### src/rtl/key_event_gen.sv
// rtl/key_event_gen.sv - button level to press/auto-repeat event serialiser
//
// Each debounced button level produces one press event on its rising edge.
// While the button is held, it also produces auto-repeat events: the first
// after DELAY_TICKS timebase ticks, then one every REPEAT_TICKS ticks.
// Events from all buttons are merged onto one valid/ready port, with the
// lowest button index taking priority.
//
// Ports:
//   Clk        system clock
//   Rst_n      asynchronous active-low reset
//   BtnClean   debounced button levels, 1 = pressed
//   EvtValid   event present on EvtId/EvtRepeat
//   EvtReady   consumer accepts the event
//   EvtId      button index of the event
//   EvtRepeat  0 = initial press, 1 = auto-repeat
//   EvtDrop    one-cycle pulse, an event was discarded (button already pending)
module key_event_gen #(
   parameter int NBTN         = 4,
   parameter int IDW          = 2,
   parameter int TICK_DIV     = 50000,
   parameter int DELAY_TICKS  = 250,
   parameter int REPEAT_TICKS = 60,
   parameter int CW           = 16
) (
   input  logic            Clk,
   input  logic            Rst_n,
   input  logic [NBTN-1:0] BtnClean,
   output logic            EvtValid,
   input  logic            EvtReady,
   output logic [IDW-1:0]  EvtId,
   output logic            EvtRepeat,
   output logic            EvtDrop
);

   localparam int PW = (TICK_DIV > 1) ? $clog2(TICK_DIV) : 1;

   typedef enum logic [1:0] {S_IDLE, S_DELAY, S_REPEAT} state_t;

   logic [PW-1:0]   pcnt;
   logic            tick;
   state_t          state [NBTN];
   logic [CW-1:0]   tcnt  [NBTN];
   logic [NBTN-1:0] btn_q;
   logic [NBTN-1:0] pending;
   logic [NBTN-1:0] pend_rep;
   logic [NBTN-1:0] req;
   logic [NBTN-1:0] req_rep;
   logic [NBTN-1:0] clr;
   logic            load;
   logic            any_pend;
   logic [IDW-1:0]  sel;

   assign tick = (pcnt == PW'(TICK_DIV - 1));

   always_ff @(posedge Clk or negedge Rst_n) begin
      if (!Rst_n) begin
         pcnt <= '0;
      end else if (tick) begin
         pcnt <= '0;
      end else begin
         pcnt <= pcnt + PW'(1);
      end
   end

   // A request fires on the tick that would take tcnt to the limit, so
   // comparing against limit-1 before the increment is equivalent.
   always_comb begin
      req     = '0;
      req_rep = '0;
      for (int i = 0; i < NBTN; i++) begin
         case (state[i])
            S_IDLE: begin
               if (BtnClean[i] && !btn_q[i]) req[i] = 1'b1;
            end
            S_DELAY: begin
               if (BtnClean[i] && tick && tcnt[i] == CW'(DELAY_TICKS - 1)) begin
                  req[i]     = 1'b1;
                  req_rep[i] = 1'b1;
               end
            end
            S_REPEAT: begin
               if (BtnClean[i] && tick && tcnt[i] == CW'(REPEAT_TICKS - 1)) begin
                  req[i]     = 1'b1;
                  req_rep[i] = 1'b1;
               end
            end
            default: ;
         endcase
      end
   end

   always_ff @(posedge Clk or negedge Rst_n) begin
      if (!Rst_n) begin
         btn_q <= '0;
         for (int i = 0; i < NBTN; i++) begin
            state[i] <= S_IDLE;
            tcnt[i]  <= '0;
         end
      end else begin
         btn_q <= BtnClean;
         for (int i = 0; i < NBTN; i++) begin
            case (state[i])
               S_IDLE: begin
                  if (req[i]) begin
                     tcnt[i]  <= '0;
                     state[i] <= S_DELAY;
                  end
               end
               S_DELAY, S_REPEAT: begin
                  // Release wins over a coincident tick
                  if (!BtnClean[i]) begin
                     state[i] <= S_IDLE;
                  end else if (tick) begin
                     if (req[i]) begin
                        tcnt[i]  <= '0;
                        state[i] <= S_REPEAT;
                     end else begin
                        tcnt[i] <= tcnt[i] + CW'(1);
                     end
                  end
               end
               default: state[i] <= S_IDLE;
            endcase
         end
      end
   end

   // Output load picks the lowest pending index; clr is its one-hot mask.
   always_comb begin
      any_pend = |pending;
      load     = !EvtValid || EvtReady;
      sel      = '0;
      for (int i = NBTN - 1; i >= 0; i--) begin
         if (pending[i]) sel = IDW'(i);
      end
      clr = load ? (pending & (~pending + NBTN'(1))) : '0;
   end

   always_ff @(posedge Clk or negedge Rst_n) begin
      if (!Rst_n) begin
         pending   <= '0;
         pend_rep  <= '0;
         EvtValid  <= 1'b0;
         EvtId     <= '0;
         EvtRepeat <= 1'b0;
         EvtDrop   <= 1'b0;
      end else begin
         // A slot being drained this cycle can take a new request (set wins)
         for (int i = 0; i < NBTN; i++) begin
            if (req[i] && (!pending[i] || clr[i])) begin
               pending[i]  <= 1'b1;
               pend_rep[i] <= req_rep[i];
            end else if (clr[i]) begin
               pending[i] <= 1'b0;
            end
         end
         EvtDrop <= |(req & pending & ~clr);
         if (load) begin
            if (any_pend) begin
               EvtValid  <= 1'b1;
               EvtId     <= sel;
               EvtRepeat <= |(pend_rep & clr);
            end else begin
               EvtValid <= 1'b0;
            end
         end
      end
   end

endmodule
### config.mk
export PLATFORM = sky130hd
export DESIGN_NAME = key_event_gen
export DESIGN_NICKNAME = d
export VERILOG_FILES = /design/src/rtl/key_event_gen.sv
export SDC_FILE = /design/constraint.sdc
export NUM_CORES = 1
export LEC_CHECK = 0
export ABC_AREA = 1
export BUFFER_PORTS_ARGS = -buffer_cell sky130_fd_sc_hd__buf_2
export CAP_MARGIN = 20
export CORE_AREA = 3 3 126 128
export CTS_CLUSTER_SIZE = 14
export DETAILED_ROUTE_END_ITERATION = 12
export DIE_AREA = 0 0 129 131
export PLACE_DENSITY_LB_ADDON = 0.2
export SYNTH_ARGS = -nofsm -noshare
export SYNTH_HDL_FRONTEND = slang
export SYNTH_SLANG_ARGS = --single-unit
export TNS_END_PERCENT = 100
### constraint.sdc
create_clock -name Clk -period 3.4 [get_ports Clk]
set_input_delay 0.51 -clock Clk [delete_from_list [all_inputs] [get_ports Clk]]
set_output_delay 0.51 -clock Clk [all_outputs]
set_load 0.01 [all_outputs]
==> impl_summary.log, run 1 <==
INFO  metric status = finished clean
INFO  metric ir_worst_vdd = 0.000312 V
INFO  metric grt_first_pass_wirelength = about 24000 um
INFO  metric fill_cells = 1525
INFO  metric placement_rows = 45
INFO  metric numPortBuffers = 11
INFO  metric detailedRoute.firstPassIterationCount = 5
INFO  metric yosys_register_bits = 105
INFO  metric floorplan.initialDensity = between 40% and 50%
INFO  metric wl = ~13000 um
INFO  metric post-dp-hpwl = 9380 um
INFO  metric overall_track_demand_over_capacity_in_global_routing = 17.0%
INFO  metric clock_tree_from_tritoncts = done
INFO  metric synth.net_count = 983
INFO  metric grt_setup_unrepaired = false
INFO  metric holdCritPathClass = input port to async pin
INFO  metric crit_arrival = 2710 ps
INFO  metric cts_repair_resize_count = 0
INFO  metric cts.reportedPaths.clkPinSlew = ~70 ps
INFO  metric crit_path_start = pcnt[0]
INFO  metric cp-end-kind = flip-flop
INFO  metric max-slew-margin-rel = 60.5%
INFO  metric ctsHtreeMaxLevel = 3
INFO  metric clock_sink_total = 105
INFO  metric count_of_buffers_added_by_post_cts_timing_repair_for_setup = 0
INFO  metric syn_area_per_cell = 7.04 um^2
INFO  metric final_hold_viol_count = 0
INFO  metric worst_ep_required_time = 3650 ps
INFO  metric finalWorstSetupSlack = 936 ps
INFO  metric sequential_share_of_the_synthesized_area = 39.2%
INFO  metric cp_top_family = simple AND/OR/NAND/NOR gates
INFO  metric period_needed = 2460 ps
INFO  metric timing.setup.tns = 0 ps
INFO  metric max_cap_viols = 0
INFO  metric crit_path_max_incr_delay = 400 ps
INFO  metric gp_congestion = 0.813
INFO  metric layout-drive-gt1-share = 6.02%
INFO  metric postCtsHoldBufs = 0
INFO  metric number_of_remaining_drc_errors = 0
INFO  metric ys_warn_count = 0
INFO  metric crit_path_max_fanout = 24
INFO  metric number_of_antenna_violations_at_the_first_check_in_global_routing = 0
INFO  metric antennaDiodeCount = 0
INFO  metric stdcell_area = ~7200 um^2
INFO  metric cellLeakagePower = around 3.6 nW
INFO  metric worstSkewPairLatency = ~360 ps
INFO  metric dr_total_vias = between 5000 and 6000
INFO  metric area_delta_synth_final = 7.42%
INFO  metric io-pin-count = 12
INFO  metric critical_path_class = flip-flop to flip-flop
INFO  metric worstPathBufferInverterCount = 2
INFO  metric syn-cell-area = between 6000 and 7000 um^2
INFO  metric yosys.cell_types.count = 39
INFO  metric detailed_place.area = 6900 um^2
INFO  metric power.density_cell_area = 506 nW/um^2
INFO  metric layout.core_utilization = 48.0%
INFO  metric chipWidth = 129 um
INFO  metric crit_path_cells = ha_1 > nand2_1 > nor2_4 > inv_2 > nor2_4 > nand2_4 > o21bai_4 > nand2_2 > nand2_2 > nand2_2 > clkinv_1 > nand2_1 > nand2_1
INFO  metric cts_inserted_buffers = 9
INFO  metric startpoint_type = flip-flop
INFO  metric grt.overflow.total = 0
INFO  metric ant_nets = 0
INFO  metric full_die_area = 16900 um^2
INFO  metric pin_count_of_the_biggest_net_entering_global_routing = between 60 and 70
INFO  metric post-route-period-util = 72.5%
INFO  metric floorplan.die.height = roughly 130 um
INFO  metric fmaxAchievable = 0.406 GHz
INFO  metric ctsLongestPathBuffers = 2
INFO  metric worst_r2r_startpoint = pcnt[0]
INFO  metric cts.root.buffer_cell = clkbuf_16
INFO  metric fin_worst_skew = 8.79 ps
INFO  metric worst_setup_timing_slack_at_the_placement_stage = between 900 and 1000 ps
INFO  metric vias_per_cell = 4.72
INFO  metric finalSetupViolations = 0
INFO  metric critical_path.slowest_cell = dfrtp_1
INFO  metric worstMarginPinSlew = 592 ps
INFO  metric drtIter0Drc = 258
INFO  metric grt_pass1_vias = 5088
INFO  metric synthesis.instances = about 950
INFO  metric core-area = 15000 um^2
INFO  metric post_drt_wl_per_cell = 11.5 um
INFO  metric drv_slew = 0
INFO  metric nets = 991
-- flip-flops by register name, indices dropped and copies added, names as in the netlist --
register / flops
pcnt: 16
pend_rep: 4
btn_q: 4
EvtDrop: 1
EvtId: 2
pending: 4
tcnt: 64
state: 8
EvtValid: 1
EvtRepeat: 1
-- synthesized netlist by cell type --
cell type	number	area [um^2]
nand2_1	326	1220
nor2_1	148	556
inv_1	113	424
dfrtp_1	105	2630
nand3_1	50	250
xor2_1	38	333
o21ai_0	26	130
ha_1	25	313
nor3_1	17	85.1
nand4_1	16	100
nand2_2	10	62.6
nand2_4	6	67.6
nand3b_1	6	45.0
o21ai_1	6	30.0
o22ai_1	6	37.5
xnor2_1	6	52.6
a21oi_1	4	20.0
buf_4	4	30.0
buf_6	4	45.0
clkbuf_1	4	15.0
buf_2	3	15.0
a31oi_1	2	12.5
clkinv_2	2	10.0
clkinv_4	2	17.5
nor2_2	2	12.5
nor2_4	2	22.5
nor3b_1	2	15.0
o21a_1	2	15.0
o21ai_2	2	17.5
o21bai_4	2	37.5
or2_2	2	12.5
a32oi_1	1	8.76
and2_0	1	6.26
buf_8	1	15.0
clkinv_1	1	3.75
inv_2	1	3.75
o2111ai_1	1	8.76
o211ai_1	1	7.51
o21bai_1	1	7.51
-- logic make-up after synthesis --
group,Yosys count,share of synthesized area [%]
compound gates,54,4.97
xor+xnor,44,5.75
fa+ha+maj,25,4.67
buf+inv,135,8.65
flops,105,39.2
simple gates,588,36.7
-- per-stage QoR --
step / hold slack [ps] / instances / power [mW]
after CTS: 169 / 1151 / 3.71
after global placement: 446 / 1136 / 2.61
after detailed placement: 460 / 1136 / 2.62
after global routing: 189 / 1151 / 3.93
final: 151 / 1151 / 3.64
after floorplan: 214 / 951 / 2.41
-- per-layer routing --
layer | GRT usage [%] | wire length [um] | vias up
li1 | - | - | 2951
met1 | 23.4 | 6790 | 2423
met2 | 27.3 | 5960 | 50
met3 | 4.39 | 388 | 13
met4 | 3.77 | 134 | 0
met5 | 0 | 0 | -
-- worst paths after layout --
| check | to | slack (ps) | cells past startpoint |
|---|---|---|---|
| setup / recovery | tcnt[16] | 940 | 13 |
| hold / removal | tcnt[45] | 150 | 1 |
| setup reg to reg | tcnt[16] | 940 | 13 |
| hold reg to reg | pcnt[0] | 470 | 1 |
| max in group asynchronous | tcnt[25] | 2520 | 2 |
| min in group Clk | btn_q[3] | 300 | 1 |
-- worst reg2reg max path: stages (launching register included) --
cell and delay [ps]:
dfrtp_1 400, ha_1 230, nand2_1 120, nor2_4 60, inv_2 70, nor2_4 40
nand2_4 140, o21bai_4 100, nand2_2 210, nand2_2 120, nand2_2 360, clkinv_1 340
nand2_1 130, nand2_1 50
-- layout make-up --
type | count | area [um^2] | area share (%)
inverter | 119 | 459 | 6.38
timing repair buffer | 13 | 85.1 | 1.18
tap | 188 | 235 | 3.27
clock buffer | 11 | 243 | 3.37
multi-input combinational | 711 | 3490 | 48.5
clock inverter | 4 | 53.8 | 0.748
sequential | 105 | 2630 | 36.5
-- power breakdown --
part	switching, mW	internal [mW]	leakage, nW
sequential	0.110	1.38	1.41
clock	0.473	0.589	0.138
combinational	0.780	0.310	2.08
total	1.36	2.28	3.63
-- cells in the final DEF, fill, tap and decap left out, types with 9 or more instances in the layout --
master,Yosys,routed
xor2_1,38,38
nand2_2,10,10
dfrtp_1,105,105
nor2_1,148,148
nand3_1,50,50
nand2_1,326,326
clkbuf_16,0,9
buf_2,3,10
o21ai_0,26,26
nand4_1,16,16
inv_1,113,113
ha_1,25,25
nor3_1,17,17
No activity file was read; power rests on OpenSTA's default activity.
==> run 2, diff against run 1 <==
==> constraint.sdc (replaced) <==
create_clock -name Clk -period 2.2 [get_ports Clk]
set_input_delay 0.33 -clock Clk [delete_from_list [all_inputs] [get_ports Clk]]
set_output_delay 0.33 -clock Clk [all_outputs]
set_load 0.01 [all_outputs]
==> run 2 against run 1 <==
Compared with the run above:
- worst setup slack got worse by 750 ps
- largest power group unchanged
- worst hold slack got worse by 31 ps
- clock skew increased by 0.67 ps
==> impl_summary.log, run 2 (same netlist as run 1, synthesis figures left out) <==
INFO  metric status = finished clean
INFO  metric post_drt_wl_per_cell = between 10 and 15 um
INFO  metric cts.root.buffer_cell = clkbuf_16
INFO  metric routedLengthMet1 = ~6700 um
INFO  metric holdCritPathClass = input port to flip-flop
INFO  metric ctsLongestPathBuffers = 2
INFO  metric switching_share = 37.9%
INFO  metric core-area = 15000 um^2
INFO  metric layout-drive-gt1-share = roughly 7.6%
INFO  metric fin_worst_skew = ~9.5 ps
INFO  metric crit_arrival = between 2000 and 2500 ps
INFO  metric vias_per_cell = 4.74
INFO  metric cellInternalPower = approximately 3.6 mW
INFO  metric layout.cells.most_common = nand2_1
INFO  metric overall_track_demand_over_capacity_in_global_routing = around 17%
INFO  metric pwr-share-clk = 27.9%
INFO  metric ctsHtreeMaxLevel = 3
INFO  metric dr_total_vias = 5526
INFO  metric grt_first_pass_wirelength = 23000 um
INFO  metric min_path_cells = 1
INFO  metric antennaDiodeCount = 0
INFO  metric detailed_place.area = roughly 7000 um^2
INFO  metric worst_ep_required_time = 2440 ps
INFO  metric worst_r2r_startpoint = pcnt[0]
INFO  metric chipWidth = 129 um
INFO  metric ant_nets = 0
INFO  metric io-pin-count = 12
INFO  metric floorplan.initialDensity = 44.7%
INFO  metric post-route-period-util = between 90% and 100%
INFO  metric combinationalPowerShare = between 30% and 40%
INFO  metric top_signal_layer_used = met4
INFO  metric finalPower = about 5.7 mW
INFO  metric finalSetupViolations = 0
INFO  metric final_hold_viol_count = 0
INFO  metric max_flop_register = tcnt
INFO  metric startpoint_type = flip-flop
INFO  metric max-slew-margin-rel = 73.1%
INFO  metric max_cap_viols = 0
INFO  metric wl_met3 = roughly 360 um
INFO  metric drv_slew = 0
INFO  metric placement_rows = 45
INFO  metric grt.overflow.total = 0
INFO  metric grt_pass1_vias = 5044
INFO  metric clock_sink_total = 105
INFO  metric numPortBuffers = 11
INFO  metric largest_reg_flops = between 60 and 70
INFO  metric clock_tree_from_tritoncts = done
INFO  metric netsw = 2.17 mW
INFO  metric power_frac_seq = 40.1%
INFO  metric crit_path_start = pcnt[0]
INFO  metric layout_common_cells = nand2_1, nor2_1, inv_1, dfrtp_1, nand3_1
INFO  metric critical_path_class = flip-flop to flip-flop
INFO  metric reg_top3 = tcnt: 64 flops, pcnt: 16 flops, state: 8 flops
INFO  metric cts_inserted_buffers = 9
INFO  metric cp-end-kind = flip-flop
INFO  metric cellLeakagePower = 3.72 nW
INFO  metric area_delta_synth_final = 9.73%
INFO  metric detailedRoute.firstPassIterationCount = 4
INFO  metric worstMarginPinSlew = slightly above 400 ps
INFO  metric number_of_antenna_violations_at_the_first_check_in_global_routing = 0
INFO  metric drtIter0Drc = 244
INFO  metric wl = 13400 um
INFO  metric full_die_area = 16900 um^2
INFO  metric floorplan.die.height = between 100 and 150 um
INFO  metric ir_worst_vdd = 0.000448 V
INFO  metric fmaxAchievable = around 0.50 GHz
INFO  metric holdCritStartpoint = BtnClean[3]
INFO  metric post-dp-hpwl = 9600 um
INFO  metric number_of_remaining_drc_errors = 0
INFO  metric wl_met2 = 6170 um
INFO  metric power.density_cell_area = ~800 nW/um^2
INFO  metric rr_worst_depth = 13
INFO  metric nets = approximately 1000
INFO  metric cts.reportedPaths.clkPinSlew = 70 ps
INFO  metric stdcell_area = 7350 um^2
INFO  metric gp_congestion = 0.845
INFO  metric period_needed = between 2000 and 2500 ps
INFO  metric pin_count_of_the_biggest_net_entering_global_routing = 57
INFO  metric worstSkewPairLatency = between 300 and 400 ps
INFO  metric crit_path_max_fanout = 11
## run 2: repair_timing
item	CTS	global route
setup buffers	0	3
hold buffers	1	0
endpoints found under the hold margin	19	0
endpoints found under the setup margin	0	53
resized for setup	0	13
## run 2: stage by stage
stage | instances | setup slack [ps] | utilization [%] | setup TNS [ps] | hold slack, ps
after detailed placement | 1146 | 108 | 46.5 | 0 | 244
after floorplan | 951 | 403 | - | 0 | 34.4
after CTS | 1163 | 108 | 48.6 | 0 | 109
after global placement | 1146 | 133 | 46.5 | 0 | 245
final | 1166 | 185 | 49.1 | 0 | 120
after global routing | 1166 | -2.56 | 49.1 | -2.56 | 110
## run 2: layer usage
metal	GRT usage [%]	up-vias
li1	-	2978
met1	22.8	2498
met2	27.1	40
met3	3.74	10
met4	3.83	0
met5	0	-
## run 2: power by group through the flow
stage / clock, mW / combinational (mW) / sequential, mW
2_1_floorplan: 0 / 1.40 / 2.32
3_3_place_gp: 0 / 1.78 / 2.33
3_5_place_dp: 0 / 1.78 / 2.33
4_1_cts: 1.66 / 1.79 / 2.30
5_1_grt: 1.72 / 2.11 / 2.33
6_report: 1.60 / 1.84 / 2.30
## run 2: critical path, cell delays in order (launching register included)
cell and delay, ps:
dfrtp_1 370, ha_1 190, nand2_1 90, nor2_4 130, inv_2 70, nor2_4 90, nand2_4 110, o21bai_4 210
nand2_4 100, nand2_2 110, nand2_2 90, buf_4 190, nand2_1 80, o21ai_2 50
## run 2: final timing paths
check	slack [ps]	to
max in group asynchronous	1080	tcnt[12]
min in group asynchronous	410	tcnt[35]
setup / recovery	180	tcnt[29]
setup reg to reg	180	tcnt[29]
hold reg to reg	470	pcnt[0]
hold / removal	120	btn_q[3]
## run 2: cell type report
type | count | area [um^2]
multi-input combinational | 711 | 3530
clock inverter | 3 | 22.5
fill | 1504 | 7630
sequential | 105 | 2630
tap | 188 | 235
clock buffer | 13 | 270
inverter | 119 | 474
timing repair buffer | 27 | 193
